==> src/rtl/vram_write_arbiter.sv <==
// Owns the framebuffer write port. Pen writes take priority over a built-in
// row-major rectangle-fill engine, which gets a forced slot after a run of pen grants.
//
//   state | meaning
//   ------+-----------------------------------------------------------
//   IDLE  | no fill pending; fill_start latches a rectangle
//   FILL  | fill walks the rectangle one pixel per owned cycle
//   DONE  | last pixel issued; fill_done pulses for one cycle
module vram_write_arbiter #(
    parameter int CW           = 8,
    parameter int DW           = 12,
    parameter int STARVE_LIMIT = 15
) (
    input  logic            clk,
    input  logic            rst,
    input  logic            pen_we,
    input  logic [2*CW-1:0] pen_addr,
    input  logic [DW-1:0]   pen_data,
    output logic            pen_grant,
    input  logic            fill_start,
    input  logic [CW-1:0]   fill_x0,
    input  logic [CW-1:0]   fill_y0,
    input  logic [CW-1:0]   fill_x1,
    input  logic [CW-1:0]   fill_y1,
    input  logic [DW-1:0]   fill_color,
    input  logic            fill_abort,
    output logic            fill_busy,
    output logic            fill_done,
    output logic            we,
    output logic [2*CW-1:0] waddr,
    output logic [DW-1:0]   wdata
);

    localparam int SW = (STARVE_LIMIT < 1) ? 1 : $clog2(STARVE_LIMIT + 1);
    localparam logic [SW-1:0] STARVE_LOAD = SW'(STARVE_LIMIT);

    typedef enum logic [1:0] {IDLE, FILL, DONE} state_t;

    state_t        state, state_next;
    logic [CW-1:0] x, y, xmin, xmax, ymax;
    logic [CW-1:0] xlo, xhi, ylo, yhi;
    logic [DW-1:0] color;
    logic [SW-1:0] starve_left;
    logic          in_fill, starved, fill_grant, at_last;

    always_comb begin
        xlo = (fill_x0 < fill_x1) ? fill_x0 : fill_x1;
        xhi = (fill_x0 < fill_x1) ? fill_x1 : fill_x0;
        ylo = (fill_y0 < fill_y1) ? fill_y0 : fill_y1;
        yhi = (fill_y0 < fill_y1) ? fill_y1 : fill_y0;
    end

    // Starvation counter runs down from the limit; terminal count forces a fill slot.
    always_comb begin
        in_fill    = (state == FILL);
        starved    = in_fill && (starve_left == '0);
        pen_grant  = rst && pen_we && !starved;
        fill_grant = in_fill && !pen_grant && !fill_abort;
        at_last    = (x == xmax) && (y == ymax);
    end

    always_comb begin
        state_next = state;
        case (state)
            IDLE: if (fill_start) state_next = FILL;
            FILL: begin
                if (fill_abort)                 state_next = IDLE;
                else if (fill_grant && at_last) state_next = DONE;
            end
            DONE:    state_next = IDLE;
            default: state_next = IDLE;
        endcase
    end

    always_ff @(posedge clk or negedge rst) begin
        if (!rst) begin
            state     <= IDLE;
            fill_busy <= 1'b0;
            fill_done <= 1'b0;
        end else begin
            state     <= state_next;
            fill_busy <= (state_next != IDLE);
            fill_done <= (state_next == DONE);
        end
    end

    // End of row is an equality test so xmax=255 never wraps into a spare column.
    always_ff @(posedge clk or negedge rst) begin
        if (!rst) begin
            x     <= '0;
            y     <= '0;
            xmin  <= '0;
            xmax  <= '0;
            ymax  <= '0;
            color <= '0;
        end else if (state == IDLE && fill_start) begin
            xmin  <= xlo;
            xmax  <= xhi;
            ymax  <= yhi;
            x     <= xlo;
            y     <= ylo;
            color <= fill_color;
        end else if (fill_grant) begin
            if (x != xmax) begin
                x <= x + CW'(1);
            end else begin
                x <= xmin;
                y <= y + CW'(1);
            end
        end
    end

    always_ff @(posedge clk or negedge rst) begin
        if (!rst) begin
            starve_left <= STARVE_LOAD;
        end else if (!in_fill || state_next != FILL || !pen_we || fill_grant) begin
            starve_left <= STARVE_LOAD;
        end else if (pen_grant && starve_left != '0) begin
            starve_left <= starve_left - SW'(1);
        end
    end

    always_ff @(posedge clk or negedge rst) begin
        if (!rst) begin
            we    <= 1'b0;
            waddr <= '0;
            wdata <= '0;
        end else if (pen_grant) begin
            we    <= 1'b1;
            waddr <= pen_addr;
            wdata <= pen_data;
        end else if (fill_grant) begin
            we    <= 1'b1;
            waddr <= {y, x};
            wdata <= color;
        end else begin
            we    <= 1'b0;
        end
    end

endmodule

==> config.mk <==
export PLATFORM = sky130hd
export DESIGN_NAME = vram_write_arbiter
export DESIGN_NICKNAME = d
export VERILOG_FILES = /design/src/rtl/vram_write_arbiter.sv
export SDC_FILE = /design/constraint.sdc
export NUM_CORES = 1
export LEC_CHECK = 0
export CORE_MARGIN = 2
export CORE_UTILIZATION = 54
export DETAILED_ROUTE_END_ITERATION = 12
export PLACE_DENSITY = 0.87
export SLEW_MARGIN = 15
export SYNTH_ARGS = -nofsm -noshare
export SYNTH_HDL_FRONTEND = slang
export SYNTH_SLANG_ARGS = --single-unit
==> constraint.sdc <==
create_clock -name clk -period 3.4 [get_ports clk]
set_input_delay 0.34 -clock clk [delete_from_list [all_inputs] [get_ports clk]]
set_output_delay 0.34 -clock clk [all_outputs]
set_load 0.03 [all_outputs]
## Yosys cells after proc, flatten, opt, wreduce, memory -nomap -nowiden

Index checks and enable logic that the tools add are counted.

| cells by class | value |
|---|---|
| magnitude comparators | 2 |
| mux-type cells | 22 |
| $add $sub $neg | 3 |
| reductions and logical operators | 25 |
| equality and inequality tests | 7 |

Operators with widths:

| cell | count |
|---|---|
| $mux W8 | 10 |
| $mux W16 | 2 |
| $mux W12 | 2 |
| $add A8 B1 Y8 const B | 2 |
| $eq A8 B8 Y1 | 2 |
| $lt A8 B8 Y1 | 2 |
| $logic_and A1 B1 Y1 | 9 |
| $mux W4 | 2 |
| $ne A8 B8 Y1 | 1 |
| $reduce_bool A2 Y1 | 4 |
| $mux W2 | 3 |
| $logic_not A1 Y1 | 5 |
| $logic_not A4 Y1 | 1 |
| $pmux W2 S2 | 1 |
| $reduce_bool A4 Y1 | 1 |
| $sub A4 B1 Y4 const B | 1 |
| $logic_or A1 B1 Y1 | 3 |
| $eq A2 B1 Y1 const B | 1 |
| $eq A2 B2 Y1 const B | 1 |
| $logic_not A2 Y1 | 1 |
| $mux W1 | 2 |
| $ne A2 B1 Y1 const B | 1 |
| $ne A2 B2 Y1 const B | 1 |
| $reduce_and A2 Y1 | 1 |

| storage, ports and cells | value |
|---|---|
| register bits after elaboration | 89 |
| input port bits | 77 |
| word-level logic and storage cells | 72 |
| output and inout bits | 32 |

## Logic depth before layout (Yosys ltp)

Gate-level depths: netlist of run 1.

| depth | value |
|---|---|
| depth in word-level cells | 16 |
| gate-level depth with buffers | 10 |
| gate-level depth less buffers | 8 |

## Least setup slack after synthesis of run 1

OpenSTA, ideal clock, no wires.

| timing | value |
|---|---|
| path kind | input port to flip-flop |
| from | input fill_x1[4] |
| to | register x[5] |
| setup slack | 1.200 ns |
| arrival time | 2.062 ns |
| data required time | 3.261 ns |
| path buffers | 1 |
| cell stages on the path | 9 |
| library setup time | 0.139 ns |
| cell sequence | inv_1 ha_1 a21o_1 a211oi_1 o21ai_0 a21oi_2 buf_4 mux2i_1 mux2i_1 |

| on the way | value |
|---|---|
| word-level cells in the longest chain between the ends | 3 |

Ends and longest elaborated chain:

| element | RTL line | RTL |
|---|---|---|
| from (decl) | 23 | `input logic [CW-1:0] fill_x1,` |
| $lt A8 B8 Y1 | 47 | `xlo = (fill_x0 < fill_x1) ? fill_x0 : fill_x1;` |
| $mux W8 | 47 |  |
| $mux W8 | 96 | `end else if (state == IDLE && fill_start) begin` |
| to (signal assigned) | 100 | `x <= xlo;` |
| to (signal assigned) | 105 | `x <= x + CW'(1);` |
| to (signal assigned) | 107 | `x <= xmin;` |
| to (decl) | 40 | `logic [CW-1:0] x, y, xmin, xmax, ymax;` |

Every way passes these cells.
A chain may end at the register's enable or synchronous reset.

## Worst setup path after layout of run 1

| timing | value |
|---|---|
| from | register starve_left[0] |
| to | register starve_left[1] |

| on the way | value |
|---|---|
| word-level cells in the longest chain between the ends | 16 |
| elaborated cells between the ends (all ways) | 21 |
| classes of those cells | 1 x add/sub; 1 x eq/ne; 5 x mux; 14 x reduce/logical |

Ends and longest elaborated chain:

| element | RTL line | RTL |
|---|---|---|
| from (decl) | 43 | `logic [SW-1:0] starve_left;` |
| from (signal assigned) | 119 | `starve_left <= starve_left - SW'(1);` |
| $logic_not A4 Y1 (*) | 56 | `starved = in_fill && (starve_left == '0);` |
| $logic_and A1 B1 Y1 (*) | 56 |  |
| $logic_not A1 Y1 (*) | 57 | `pen_grant = rst && pen_we && !starved;` |
| $logic_and A1 B1 Y1 (*) | 57 |  |
| $logic_not A1 Y1 (*) | 58 | `fill_grant = in_fill && !pen_grant && !fill_abort;` |
| $logic_and A1 B1 Y1 (*) (2 in a row) | 58 |  |
| $logic_and A1 B1 Y1 (*) | 68 | `else if (fill_grant && at_last) state_next = DONE;` |
| $mux W2 (*) | 68 |  |
| $mux W2 (*) | 67 | `if (fill_abort) state_next = IDLE;` |
| $pmux W2 S2 (*) | 64 | `case (state)` |
| via state_next[1] | 39 | `state_t state, state_next;` |
| $ne A2 B1 Y1 (*) | 116 | `end else if (!in_fill \|\| state_next != FILL \|\| !pen_we \|\| fill_grant) begin` |
| $logic_or A1 B1 Y1 (*) (3 in a row) | 116 |  |
| $mux W4 or $reduce_bool A2 Y1 (tied branches) | -- |  |

Mark *: on every way through the listed nets, which the timed path passes. The rest lies on a longest branch. The select of a mux whose other input is x is not followed.

==> results of run 1 <==
-- sequential cells by signal (all words and copies together), names as in the netlist, 8 cells and up --
register,flops
x,8
wdata,12
waddr,16
ymax,8
xmax,8
y,8
color,12
xmin,8
-- per-stage QoR --
stage / instances / area (µm²) / hold slack [ns]
after floorplan: 509 / 4920 / 0.0444
after global placement: 699 / 6050 / 0.457
after detailed placement: 699 / 6050 / 0.471
after CTS: 715 / 6230 / 0.335
after global routing: 715 / 6240 / 0.211
final: 715 / 6240 / 0.168
-- cells in the mapped netlist, types with 4 or more instances --
| cell type | n |
|---|---|
| nand2_1 | 91 |
| dfrtp_1 | 85 |
| mux2i_1 | 73 |
| o21ai_0 | 54 |
| inv_1 | 22 |
| clkbuf_1 | 20 |
| nor2_1 | 19 |
| ha_1 | 18 |
| xnor2_1 | 17 |
| a21oi_1 | 15 |
| nand3_1 | 8 |
| buf_2 | 7 |
| nand4_1 | 6 |
| nor3_1 | 6 |
| nor4_1 | 5 |
| o211ai_1 | 5 |
| dfstp_2 | 4 |
| mux2_2 | 4 |
| o22ai_1 | 4 |
-- worst max path at each step --
stage / slack, ns / end / cells after the start / start
4_1_cts: 0.82 / y[7] / 8 / starve_left[0]
3_5_place_dp: 0.64 / y[7] / 8 / fill_y1[4]
3_3_place_gp: 0.74 / y[5] / 8 / fill_y1[5]
2_1_floorplan: 1.20 / x[5] / 9 / fill_x1[4]
5_1_grt: 0.56 / starve_left[1] / 8 / starve_left[0]
6_report: 0.70 / starve_left[1] / 8 / starve_left[0]
-- where the power goes --
part           internal (mW)  switching, mW  total (mW)
sequential              1.29          0.245        1.54
combinational          0.540          0.600        1.14
clock                  0.278          0.407       0.685
-- cell families after synthesis --
kind of cell | count (synthesis) | synth area share
simple gates | 155 | 0.143
compound gates | 94 | 0.109
flops | 89 | 0.454
mux | 77 | 0.158
buf+inv | 54 | 0.0468
xor+xnor | 22 | 0.0438
fa+ha+maj | 18 | 0.0458
-- routing by layer --
| layer | track usage | share of wire | vias up |
|---|---|---|---|
| met2 | 0.434 | 0.50 | 163 |
| met3 | 0.0443 | 0.065 | 26 |
| li1 | - | - | 1943 |
| met1 | 0.321 | 0.42 | 1966 |
| met5 | 0 | 0 | - |
| met4 | 0.0843 | 0.016 | 0 |
-- layout make-up --
cell class,count,area share
flip-flops and latches,89,0.358
multi-input cells,366,0.397
well taps,108,0.0217
clock buffers,9,0.0199
repair buffers,114,0.181
inverters,22,0.0132
clock inverters,7,0.00983
-- worst reg2reg max path, stage by stage, from the launching register on --
cell and delay [ns]:
dfstp_2 0.39, inv_1 0.09, ha_1 0.16, nor3b_2 0.32, or2_0 0.36, nand2_4 0.21
nor4_1 0.69, nor3_1 0.24, o211ai_1 0.16
==> run_results.csv, run 1 <==
group,metric,value,unit
clock_network,cts_sinks,89,
critical_path,reg2reg_slack,0.70,ns
sta,finalSetupViolCount,0,
floorplanning,die_w,99.4,µm
critical_path,cp.required,3.68,ns
cells_and_area,final_nets,697,
place,portBuffers,108,
place,dp_hpwl,8.58,mm
sta,layout_setup_ws,0.697,ns
sta,worst_pin_slew,0.928,ns
sta,relSlewSlack,0.381,
power_and_ir_drop,leakage,2.87,nW
cells_and_area,regArea,0.00223,mm²
critical_path,cpLargestDelayFamily,"simple AND/OR/NAND/NOR gates",
power_and_ir_drop,ir_drop,269,µV
clock_network,cts_buffer_depth,2,
cells_and_area,layout_common_cells,"clkdlybuf4s50_1, nand2_1, dfrtp_1, mux2i_1, o21ai_0",
clock_network,cts_root_buffer,"clkbuf_8",
synthesis,synthCells,509,
cells_and_area,num_antenna_cells,0,
clock_network,clk_latency,0.36,ns
floorplanning,start_util,0.561,
synthesis,synth_fp_nets,604,
cells_and_area,final_util,0.712,
global_route,track_usage,0.251,
clock_network,hold_buffers,0,
drt,first_pass_iters,6,
synthesis,synth.distinct_cells,48,
floorplanning,die_y,99.4,µm
drt,post_drt_wl_per_cell,16.9,µm
global_route,overflow,0,
clock_network,cts_setup_buffers,0,
drt,drt_iter0_drc,198,
sta,drv_slew,0,
sta,setup_tns,0,ns
power_and_ir_drop,cellPowerDensity,539,mW/mm²
synthesis,synth_top_area_cell,"dfrtp_1",
critical_path,cp.arrival,2.98,ns
critical_path,cp-end-kind,"flip-flop",
synthesis,yosys.area.top_type_share,0.432,
global_route,grt_pass1_vias,4241,
job,cap_violations,0,
sta,period_minus_slack,2.70,ns
synthesis,seq_area_frac_synth,0.454,
place,place_worst_setup_slack,0.637,ns
global_route,antenna_found_initial,0,
critical_path,reg2reg_from,"starve_left[0]",
clock_network,htree_levels,3,
critical_path,worstRegToRegCells,8,
synthesis,syn_area,0.00492,mm²
floorplanning,ios,109,
synthesis,synth-seq-cells,89,
cells_and_area,layout_commonest_cell,"clkdlybuf4s50_1",
clock_network,cts_made_buffers,9,
synthesis,ys.flop_type,"dfrtp_1",
synthesis,syn_area_per_cell,9.66,µm²
floorplanning,dieArea,0.00989,mm²
critical_path,r2r-end,"starve_left[1]",
drt,routed-via-count,4098,
critical_path,cp_num_buf_inv,1,
place,gp_congestion,0.854,
sta,rsz0062_at_grt,"no",
global_route,grt_pass1_wl,19.8,mm
run_status,status,"finished, final reports clean",
cells_and_area,fill_cells,685,
clock_network,cts_tree,"built",
critical_path,path_max_fanout,19,
cells_and_area,layout-drive-gt1-share,0.0708,
floorplanning,core_area,0.00876,mm²
critical_path,startpoint_type,"flip-flop",
critical_path,cp_slowest_cell,"nor4_1",
drt,route.detailed.drc,0,
sta,fmax,0.370,GHz
power_and_ir_drop,power,3.36,mW
drt,post_drt_via_cell_ratio,5.73,
min_path,min_path_type,"in -> async",
drt,ant_nets,0,
clock_network,cts-resized-gates,0,
synthesis,synth_edf_count,0,
critical_path,crit_chain,"inv_1 -> ha_1 -> nor3b_2 -> or2_0 -> nand2_4 -> nor4_1 -> nor3_1 -> o211ai_1",
cells_and_area,area_growth,26.8,%
synthesis,synthTopCellsByArea,"dfrtp_1, mux2i_1, nand2_1, o21ai_0, ha_1",
synthesis,ys_warn_count,0,
clock_network,path_clk_slew,0.09,ns
sta,hold_viol_final,0,
critical_path,slowest_delay,0.69,ns
global_route,grt_max_degree,90,
synthesis,async_flop_share,1.00,
critical_path,critPathKind,"reg -> reg",
sta,finalCritPeriodShare,0.795,
drt,routed_wl,12.0,mm
floorplanning,fp-row-count,34,
cells_and_area,multi_input_area,0.00247,mm²
sta,skew,0.0146,ns
No activity file was read; power rests on OpenSTA's default activity.
==> run 2: changes to the inputs <==
--- a/config.mk
+++ b/config.mk
@@ -6,9 +6,9 @@
 export NUM_CORES = 1
 export LEC_CHECK = 0
 export CORE_MARGIN = 2
-export CORE_UTILIZATION = 54
+export CORE_UTILIZATION = 51
 export DETAILED_ROUTE_END_ITERATION = 12
-export PLACE_DENSITY = 0.87
+export PLACE_DENSITY = 0.83
 export SLEW_MARGIN = 15
 export SYNTH_ARGS = -nofsm -noshare
 export SYNTH_HDL_FRONTEND = slang
==> constraint.sdc (replaced) <==
create_clock -name clk -period 2.6 [get_ports clk]
set_input_delay 0.26 -clock clk [delete_from_list [all_inputs] [get_ports clk]]
set_output_delay 0.26 -clock clk [all_outputs]
set_load 0.03 [all_outputs]
==> run_results.csv, run 2 (synthesized netlist as in run 1, its figures left out) <==
group,metric,value,unit
cells_and_area,layout_common_cells,"clkdlybuf4s50_1, nand2_1, dfrtp_1, mux2i_1, o21ai_0",
job,cap_violations,0,
power_and_ir_drop,p_int,2.99,mW
critical_path,cp.arrival,2.19,ns
cells_and_area,multi_input_area,0.00247,mm²
sta,period_minus_slack,2.45,ns
drt,ant_nets,0,
cells_and_area,layout_commonest_cell,"clkdlybuf4s50_1",
power_and_ir_drop,ir_drop,283,µV
global_route,track_usage,0.235,
cells_and_area,stdcell_area,0.00640,mm²
critical_path,startpoint_type,"flip-flop",
clock_network,cts_setup_buffers,0,
power_and_ir_drop,clockPowerShare,0.228,
sta,rsz0062_at_grt,"no",
critical_path,crit_chain,"inv_1 -> ha_1 -> nor3b_2 -> a21oi_4 -> clkdlybuf4s50_1",
cells_and_area,final_nets,706,
global_route,grt_pass1_wl,19.3,mm
cells_and_area,top_regs,"waddr x16, color x12, wdata x12",
global_route,antenna_found_initial,0,
place,portBuffers,108,
sta,worst_pin_slew,0.660,ns
drt,post_drt_wl_per_cell,15.5,µm
floorplanning,ios,109,
power_and_ir_drop,leakage,2.95,nW
global_route,grt_max_degree,58,
sta,setup_tns,0,ns
critical_path,slowest_delay,0.69,ns
floorplanning,fp-row-count,35,
critical_path,path_max_fanout,4,
power_and_ir_drop,combPwrFrac,0.331,
floorplanning,core_area,0.00928,mm²
sta,fmax,0.408,GHz
drt,route.detailed.drc,0,
drt,routed_wl,11.5,mm
clock_network,path_clk_slew,0.09,ns
sta,layout_setup_ws,0.151,ns
floorplanning,die_y,102,µm
sta,finalCritPeriodShare,0.942,
drt,drt_iter0_drc,168,
clock_network,clk_latency,0.35,ns
power_and_ir_drop,switchingPower,1.54,mW
power_and_ir_drop,pwr-share-seq,0.440,
clock_network,cts_made_buffers,9,
floorplanning,dieArea,0.0104,mm²
place,gp_congestion,0.849,
clock_network,cts_tree,"built",
critical_path,cp-end-kind,"output port",
cells_and_area,largest-register,"waddr",
floorplanning,start_util,0.530,
sta,skew,0.0130,ns
clock_network,cts_root_buffer,"clkbuf_8",
drt,routed-via-count,4007,
sta,finalSetupViolCount,0,
clock_network,cts_sinks,89,
cells_and_area,fill_cells,761,
cells_and_area,largest_register_ffs,16,
drt,first_pass_iters,4,
sta,drv_slew,0,
floorplanning,die_w,102,µm
place,dp_hpwl,8.76,mm
place,place_worst_setup_slack,0.0309,ns
cells_and_area,area_growth,30.2,%
clock_network,cts_buffer_depth,2,
sta,relSlewSlack,0.560,
power_and_ir_drop,cellPowerDensity,708,mW/mm²
critical_path,cp.required,2.34,ns
critical_path,cp_slowest_cell,"clkdlybuf4s50_1",
cells_and_area,regArea,0.00223,mm²
power_and_ir_drop,swShare,0.341,
place,postPlaceCellArea,0.00617,mm²
cells_and_area,num_antenna_cells,0,
cells_and_area,layout-drive-gt1-share,0.0812,
global_route,grt_pass1_vias,4101,
sta,hold_viol_final,0,
global_route,overflow,0,
run_status,status,"finished, final reports clean",
critical_path,critPathKind,"reg -> out",
clock_network,htree_levels,3,
drt,post_drt_via_cell_ratio,5.38,
min_path,min_path_type,"in -> reg",
[run 2: cell types whose count changed in the layout (fill, tap and decap cells not counted)]
cell / previous run / this run
buf_12: 0 / 3
buf_4: 6 / 12
buf_6: 1 / 0
bufinv_16: 0 / 2
clkbuf_1: 0 / 1
clkbuf_8: 9 / 10
clkinv_2: 0 / 2
clkinv_4: 2 / 1
clkinvlp_4: 2 / 0
dlygate4sd3_1: 0 / 1
inv_6: 2 / 0
inv_8: 1 / 0
[run 2: power by group through the flow]
stage / clock, mW / sequential, mW / combinational [mW]
detailed placement: 0 / 2.02 / 1.51
finish: 1.03 / 2.00 / 1.50
floorplan: 0 / 2.10 / 0.811
global placement: 0 / 2.00 / 1.46
global route: 1.11 / 2.04 / 1.65
CTS: 1.06 / 1.99 / 1.52
[run 2: per-stage QoR]
step | instances | hold WS [ns] | util | total power, mW
5_1_grt | 745 | 0.446 | 0.690 | 4.80
6_report | 745 | 0.433 | 0.690 | 4.53
3_3_place_gp | 728 | 0.336 | 0.665 | 3.46
3_5_place_dp | 728 | 0.343 | 0.665 | 3.53
2_1_floorplan | 509 | -0.0356 | - | 2.92
4_1_cts | 745 | 0.425 | 0.690 | 4.57
[run 2: path summary, 6_finish.rpt]
kind	startpoint	end	slack, ns	cells past startpoint
worst max-delay path	starve_left[0]	pen_grant	0.15	5
worst min-delay path	fill_color[10]	color[10]	0.43	3
worst max register to register	starve_left[0]	starve_left[0]	0.19	9
worst min register to register	color[8]	color[8]	0.48	2
max in group asynchronous	rst	xmin[7]	1.07	4
min in group asynchronous	rst	fill_busy	0.49	3
[run 2: timing repair]
action / 4_1_cts / 5_1_grt
gates resized for setup: 0 / 0
endpoints found under the setup margin: 0 / 0
hold buffers: 1 / 0
endpoints found under the hold margin: 35 / 0
[run 2: critical path: cells and delay by family, from the launching register on]
kind | cells | cell delay [ns]
flops | 1 | 0.55
simple gates | 1 | 0.18
fa+ha+maj | 1 | 0.19
compound gates | 1 | 0.15
buf+inv | 2 | 0.76
[run 2: layout make-up]
class / count / share of cell area
multi-input combinational: 366 / 0.387
sequential: 89 / 0.349
timing repair buffer: 123 / 0.192
tap: 129 / 0.0252
clock buffer: 11 / 0.0221
inverter: 22 / 0.0129
clock inverter: 5 / 0.0123
[run 2: metal layers]
metal / wire length (µm) / share of wire / up-vias / global-route usage
met3: 445 / 0.039 / 19 / 0.0274
li1: - / - / 1965 / -
met4: 212 / 0.018 / 0 / 0.103
met1: 5340 / 0.46 / 1913 / 0.318
met5: 0 / 0 / - / 0
met2: 5550 / 0.48 / 110 / 0.384
==> run 3: changes to the inputs <==
--- a/config.mk
+++ b/config.mk
@@ -5,10 +5,12 @@
 export SDC_FILE = /design/constraint.sdc
 export NUM_CORES = 1
 export LEC_CHECK = 0
+export CELL_PAD_IN_SITES_DETAIL_PLACEMENT = 2
+export CELL_PAD_IN_SITES_GLOBAL_PLACEMENT = 2
 export CORE_MARGIN = 2
-export CORE_UTILIZATION = 51
+export CORE_UTILIZATION = 31
 export DETAILED_ROUTE_END_ITERATION = 12
-export PLACE_DENSITY = 0.83
+export PLACE_DENSITY = 0.82
 export SLEW_MARGIN = 15
 export SYNTH_ARGS = -nofsm -noshare
 export SYNTH_HDL_FRONTEND = slang
==> run_results.csv, run 3 (synthesized netlist as in run 1, its figures left out) <==
group,metric,value,unit
global_route,met3_usage,0.0295,
cells_and_area,largest-register,"waddr",
critical_path,cp.arrival,2.19,ns
critical_path,cp-end-kind,"output port",
clock_network,cts_sinks,89,
floorplanning,die_y,130,µm
cells_and_area,layout-drive-gt1-share,0.0858,
critical_path,reg2reg_slack,0.22,ns
critical_path,critPathKind,"reg -> out",
global_route,overflow,0,
drt,post_drt_via_cell_ratio,4.97,
place,dp_hpwl,11.8,mm
sta,fmax,0.409,GHz
cells_and_area,area_growth,34.4,%
floorplanning,die_w,130,µm
min_path,worstHoldPathCells,3,
cells_and_area,layout_commonest_cell,"clkdlybuf4s50_1",
drt,drt_iter0_drc,174,
clock_network,cts_root_buffer,"clkbuf_16",
cells_and_area,top_regs,"waddr x16, color x12, wdata x12",
min_path,hp-start,"fill_color[9]",
cells_and_area,layout.cells.non_filler,834,
clock_network,htree_levels,3,
drt,ant_nets,0,
job,cap_violations,0,
floorplanning,core_area,0.0157,mm²
critical_path,cp.required,2.34,ns
clock_network,clk_latency,0.35,ns
drt,post_drt_wl_per_cell,18.3,µm
sta,relSlewSlack,0.513,
drt,routed-via-count,4143,
global_route,antenna_found_initial,1,
power_and_ir_drop,cellPowerDensity,755,mW/mm²
global_route,track_usage,0.191,
clock_network,cts_made_buffers,9,
drt,first_pass_iters,4,
critical_path,worstRegToRegCells,8,
global_route,met1_usage,0.238,
critical_path,r2r-end,"y[7]",
sta,drv_slew,0,
min_path,hold_end,"color[9]",
sta,period_minus_slack,2.45,ns
global_route,grt_pass1_wl,24.9,mm
floorplanning,dieArea,0.0169,mm²
power_and_ir_drop,leakage,3.00,nW
cells_and_area,largest_register_ffs,16,
run_status,status,"finished, final reports clean",
drt,routed_wl,15.2,mm
critical_path,path_max_fanout,4,
sta,rsz0062_at_grt,"no",
sta,worst_pin_slew,0.730,ns
cells_and_area,final_nets,708,
cells_and_area,stdcell_area,0.00661,mm²
sta,whs,0.460,ns
global_route,top_usage_layer,"met2",
floorplanning,ios,109,
place,dp.cells,817,
global_route,grt_max_degree,58,
global_route,grt_pass1_vias,4692,
sta,hold_viol_final,0,
cells_and_area,num_antenna_cells,0,
floorplanning,fp-row-count,46,
sta,skew,0.00547,ns
critical_path,startpoint_type,"flip-flop",
clock_network,cts_buffer_depth,2,
clock_network,path_clk_slew,0.06,ns
floorplanning,start_util,0.313,
place,postPlaceCellArea,0.00628,mm²
power_and_ir_drop,ir_drop,330,µV
critical_path,reg2reg_from,"starve_left[0]",
clock_network,cts_tree,"built",
drt,route.detailed.drc,0,
power_and_ir_drop,power,4.99,mW
cells_and_area,fill_cells,1694,
global_route,use_met2,0.333,
min_path,min_path_type,"in -> reg",
sta,finalCritPeriodShare,0.941,
sta,finalSetupViolCount,0,
place,portBuffers,108,
place,gp_congestion,0.790,
cells_and_area,layout_common_cells,"clkdlybuf4s50_1, nand2_1, dfrtp_1, mux2i_1, o21ai_0",
## run 3: changes by cell type in the layout (fill, tap and decap cells not counted), sizes merged
cell,delta
buf,+2
clkbuf,-1
clkinvlp,+1
## run 3: worst max-delay path by stage
stage | startpoint | endpoint | slack [ns] | cells past startpoint
2_1_floorplan | starve_left[0] | y[7] | 0.45 | 10
3_3_place_gp | fill_x1[4] | xmin[0] | 0.13 | 10
3_5_place_dp | fill_y1[5] | y[5] | -0.12 | 9
4_1_cts | starve_left[0] | y[7] | 0.10 | 8
5_1_grt | starve_left[0] | y[7] | 0.06 | 8
6_report | starve_left[0] | pen_grant | 0.15 | 5
## run 3: metrics by stage
stage / TNS [ns] / setup slack (ns) / utilization
6_report: 0 / 0.153 / 0.421
5_1_grt: 0 / 0.0621 / 0.421
4_1_cts: 0 / 0.105 / 0.420
3_5_place_dp: -0.325 / -0.124 / 0.400
3_3_place_gp: 0 / 0.126 / 0.400
2_1_floorplan: 0 / 0.453 / -
## run 3: cell type report
type / instances / area, µm² / share of cell area
Tap cell: 216 / 270 / 0.0409
Multi-Input combinational cell: 366 / 2480 / 0.375
Clock inverter: 6 / 82.6 / 0.0125
Timing Repair Buffer: 125 / 1230 / 0.187
Clock buffer: 10 / 229 / 0.0346
Sequential cell: 89 / 2230 / 0.338
Inverter: 22 / 82.6 / 0.0125
## run 3: timing repair
action                     in CTS  in global routing
hold endpoints to repair       35                  0
hold buffers                    1                  0
setup endpoints to repair       0                  4
gates resized for setup         0                  3
buffers inserted                0                  0
## run 3: layer usage
layer,share of wire,wire length [µm]
met5,0.00072,11
met4,0.019,294
met3,0.038,579
met2,0.50,7550
met1,0.45,6800
## run 3: worst max-delay path: stages, from the launching register on
cell and delay, ns:
dfstp_2 0.54, inv_1 0.07, ha_1 0.19, nor3b_2 0.19, a21oi_4 0.14, clkdlybuf4s50_1 0.71
## run 3: power breakdown
part / switching [mW] / total, mW / internal (mW)
Clock: 0.558 / 1.40 / 0.838
Sequential: 0.322 / 2.01 / 1.69
Combinational: 0.840 / 1.58 / 0.739
